==> src/rtl/logic_unit_pipe.sv <==
// Two-stage pipelined bitwise logic unit with zero/parity/popcount flags.
// Valid/ready on both sides; S1 holds operands, S2 holds result and flags.
module logic_unit_pipe #(
  parameter int WIDTH = 64,
  parameter int TAG_W = 4,
  localparam int PW = $clog2(WIDTH + 1)
) (
  input  logic             clk,
  input  logic             rst,
  input  logic             in_valid,
  output logic             in_ready,
  input  logic [2:0]       in_op,
  input  logic [WIDTH-1:0] in_a,
  input  logic [WIDTH-1:0] in_b,
  input  logic [TAG_W-1:0] in_tag,
  output logic             out_valid,
  input  logic             out_ready,
  output logic [WIDTH-1:0] out_result,
  output logic             out_zero,
  output logic             out_parity,
  output logic [PW-1:0]    out_popcnt,
  output logic [TAG_W-1:0] out_tag
);

  typedef enum logic [2:0] {
    OP_AND  = 3'b000,
    OP_OR   = 3'b001,
    OP_XOR  = 3'b010,
    OP_NOR  = 3'b011,
    OP_XNOR = 3'b100,
    OP_NAND = 3'b101,
    OP_ANDN = 3'b110,
    OP_NOTA = 3'b111
  } op_e;

  logic             s1_valid;
  op_e              s1_op;
  logic [WIDTH-1:0] s1_a;
  logic [WIDTH-1:0] s1_b;
  logic [TAG_W-1:0] s1_tag;

  logic             s2_valid;
  logic             s2_adv;
  logic             accept;
  logic [WIDTH-1:0] res;
  logic [PW-1:0]    cnt;

  assign s2_adv   = s1_valid && (!s2_valid || out_ready);
  assign in_ready = !rst && (!s1_valid || s2_adv);
  assign accept   = in_valid && in_ready;

  always_ff @(posedge clk) begin
    if (rst) begin
      s1_valid <= 1'b0;
      s1_op    <= OP_AND;
      s1_a     <= '0;
      s1_b     <= '0;
      s1_tag   <= '0;
    end else begin
      if (accept) begin
        s1_valid <= 1'b1;
        s1_op    <= op_e'(in_op);
        s1_a     <= in_a;
        s1_b     <= in_b;
        s1_tag   <= in_tag;
      end else if (s2_adv) begin
        s1_valid <= 1'b0;
      end
    end
  end

  always_comb begin
    res = '0;
    unique case (s1_op)
      OP_AND:  res = s1_a & s1_b;
      OP_OR:   res = s1_a | s1_b;
      OP_XOR:  res = s1_a ^ s1_b;
      OP_NOR:  res = ~(s1_a | s1_b);
      OP_XNOR: res = ~(s1_a ^ s1_b);
      OP_NAND: res = ~(s1_a & s1_b);
      OP_ANDN: res = s1_a & ~s1_b;
      OP_NOTA: res = ~s1_a;
    endcase
  end

  always_comb begin
    cnt = '0;
    for (int i = 0; i < WIDTH; i++) begin
      cnt = cnt + PW'(res[i]);
    end
  end

  // Flags are registered with the result so they always match it.
  always_ff @(posedge clk) begin
    if (rst) begin
      s2_valid   <= 1'b0;
      out_result <= '0;
      out_zero   <= 1'b0;
      out_parity <= 1'b0;
      out_popcnt <= '0;
      out_tag    <= '0;
    end else begin
      if (s2_adv) begin
        s2_valid   <= 1'b1;
        out_result <= res;
        out_zero   <= (res == '0);
        out_parity <= ^res;
        out_popcnt <= cnt;
        out_tag    <= s1_tag;
      end else if (out_ready) begin
        s2_valid <= 1'b0;
      end
    end
  end

  assign out_valid = s2_valid;

endmodule
==> config.mk <==
export PLATFORM = sky130hd
export DESIGN_NAME = logic_unit_pipe
export DESIGN_NICKNAME = d
export VERILOG_FILES = /design/src/rtl/logic_unit_pipe.sv
export SDC_FILE = /design/constraint.sdc
export NUM_CORES = 1
export LEC_CHECK = 0
export ABC_CLOCK_PERIOD_IN_PS = 7450
export CORE_MARGIN = 3
export CORE_UTILIZATION = 50
export CTS_CLUSTER_DIAMETER = 200
export CTS_CLUSTER_SIZE = 8
export DETAILED_ROUTE_END_ITERATION = 10
export HOLD_SLACK_MARGIN = 0.1
export PLACE_DENSITY = 0.76
export SLEW_MARGIN = 10
export SYNTH_ARGS = -nofsm -noshare
export SYNTH_HDL_FRONTEND = slang
export SYNTH_SLANG_ARGS = --single-unit
==> constraint.sdc <==
create_clock -name clk -period 7.45 [get_ports clk]
set_clock_uncertainty 0.2 [all_clocks]
set_input_delay 2.235 -clock clk [delete_from_list [all_inputs] [get_ports clk]]
set_output_delay 2.235 -clock clk [all_outputs]
set_load 0.02 [all_outputs]
==> impl_metrics.toml <==
[clock_network]
h-tree-depth = 1
root_buffer = "clkbuf_16"
cts_tree = "built"
cts_num_sinks = 214
path_clk_slew_ns = 0.06
cts_buffer_depth = 3
clk_latency_ns = 0.58
numCtsBuffers = 30

[critical_path]
cp_slowest_cell = "fa_1"
required_ns = 7.65
crit_path_max_incr_delay_ns = 0.56
critPathCaptureType = "flip-flop"
path_class = "reg2reg"
worst_path_most_repeated_cell = "fa_1"
path_max_fanout = 7
worstPathArrival_ns = 7.64
start_kind = "flip-flop"

[logic_synthesis]
yosysWarnings = 0
ys_ff_latch = 214
syn_inst = 2042
netlist_area_um2 = 17000
avgSynthCellArea_um2 = 8.32
synth_top_flop_cell = "dfxtp_1"
synthArstFlopShare_pct = 0
syn_nets = 2474
synth_cell_type_count = 65
ys_seq_area_share_pct = 25.2
synth-edff-count = 0

[power]
power.leakage_nw = 9.07
peakVddDrop_v = 0.00280
total_power_mw = 12.3
powerDensity_nw_per_um2 = 578

[floorplan]
initial_utilization_pct = 51.4
io_pins = 218
row_count = 66
coreArea_um2 = 33000
die_area_um2 = 36200
die_w_um = 190
dieHeight_um = 190

[sta]
slew_violations = 0
hold_viol = 0
finalCritPeriodShare_pct = 99.9
slew_headroom_pct = 23.7
finalWorstSetupSlack_ns = 0.00695
final.min_clock_period_ns = 7.44
holdWs_ns = 0.251
setup_violations = 0
rsz0062_at_grt = "true"
tightest_slew_ns = 1.14
fmax_mhz = 134

[run]
max_cap_viol_count = 0

[finish]
diodes = 0
fin_util_pct = 64.3
drive_above_1_share_pct = 12.8
fin_cells = 2742
area_delta_synth_final_pct = 25.1
final_nets = 2730

[worst_hold_path]
worstHoldPathType = "reg2reg"

[drt]
drt-initial-drc-count = 1156
viasPerCell = 5.74
drc = 0
post_drt_wl_per_cell_um = 20.0
drt-total-wl_um = 54900
firstDrtPassIters = 6
dr_total_vias = 15700
ant_nets = 0

[place]
io_buffer_count = 217
dp_hpwl_um = 41200
dp.cells = 2697
pre_cts_ws_ns = -0.132
gp_congestion = 0.949

[global_routing]
grt_max_degree = 108
gr-usage-all-layers_pct = 29.7
grt_pass1_wl_um = 85600
grt_pass1_vias = 15600
grt_overflow = 0
antenna_found_initial = 0

[outcome]
status = "finished clean"
## registers in the layout, indices dropped and copies added, names as in the netlist
name	count
out_parity	1
s1_op	3
out_result	64
s1_a	64
out_popcnt	7
s1_valid	1
out_zero	1
out_tag	4
s1_tag	4
out_valid	1
s1_b	64
## power by group
part / switching, mW / total, mW / internal (mW) / leakage (nW)
logic: 4.90 / 9.73 / 4.83 / 6.92
clock network: 0.518 / 1.23 / 0.715 / 0.386
registers: 0.0645 / 1.31 / 1.25 / 1.77
total: 5.48 / 12.3 / 6.79 / 9.07
## synthesized netlist by cell type (34+ instances only)
library cell,number,area (um^2)
nor2b_1,67,419
dfxtp_1,214,4280
buf_2,59,295
o31ai_1,137,1030
clkbuf_1,63,236
a21oi_1,130,651
nand2_1,244,916
ha_1,239,2990
o21ai_0,50,250
inv_1,218,818
nor2_1,167,627
fa_1,54,1080
o22ai_1,34,213
## logic make-up after synthesis
logic type,count (synthesis),synth area share (%)
AND/OR/NAND/NOR,541,13.8
flip-flops,214,25.2
XOR/XNOR,48,2.48
adder cells (fa/ha/maj),293,24.0
AO/OA/AOI/OAI,549,23.1
buffers and inverters,374,9.34
multiplexers,23,2.04
## routing by layer
layer,track usage (%),up-vias,routed length [um]
met5,0,-,0
met4,13.5,0,2890
met3,5.46,140,3970
met2,48.7,585,25400
met1,38.0,7530,22700
li1,-,7494,-
## through the flow
stage	cell area, um^2	TNS, ns
after floorplan	17000	0
after global placement	20200	-0.0128
after detailed placement	20200	-0.261
after CTS	21100	0
after global routing	21200	-1.10
final	21200	0
## critical path: cells and delay by family (launching register included)
kind	cells	cell delay [ns]
AO/OA/AOI/OAI	6	1.00
adder cells (fa/ha/maj)	10	4.61
buffers and inverters	6	0.78
flip-flops	1	0.40
AND/OR/NAND/NOR	3	0.30
## path summary, 6_finish.rpt
kind              start            end  slack (ns)  cells after the start
min reg2reg  out_tag[0]     out_tag[0]        0.25                      2
max reg2reg    s1_op[1]  out_popcnt[4]       0.007                     25
max            s1_op[1]  out_popcnt[4]       0.007                     25
min          out_tag[0]     out_tag[0]        0.25                      2
## cell usage in the layout, fill, tap and decap left out, drive strengths merged, types with 8 or more instances in the layout
cell type,n
a31oi,14
o22a,20
a22oi,10
a21oi,138
ha,239
clkbuf,33
mux4,9
nor3,15
a211oi,28
o221ai,20
buf,161
nand4,8
o211ai,13
clkdlybuf4s50,216
nor2,167
o221a,13
o22ai,34
inv,221
a221oi,9
fa,54
o21a,9
nand2,246
mux2i,11
o21bai,9
xnor2,32
nor2b,67
dfxtp,214
o31ai,137
xor2,16
o21ai,55
## cell type report
| type | count | area, um^2 |
|---|---|---|
| Tap cell | 442 | 553 |
| Fill cell | 2827 | 11800 |
| Sequential cell | 214 | 4300 |
| Clock inverter | 1 | 16.3 |
| Clock buffer | 33 | 772 |
| Timing Repair Buffer | 377 | 3530 |
| Inverter | 221 | 837 |
| Multi-Input combinational cell | 1454 | 11200 |
## what timing repair did
item                       in CTS  in global routing
setup endpoints to repair       3                  5
hold buffers                    0                  0
setup buffers                   3                  8
hold endpoints to repair        0                  0
pin swaps                      11                 23
resized for setup               9                 28
Power figures use the tool's default switching activity.
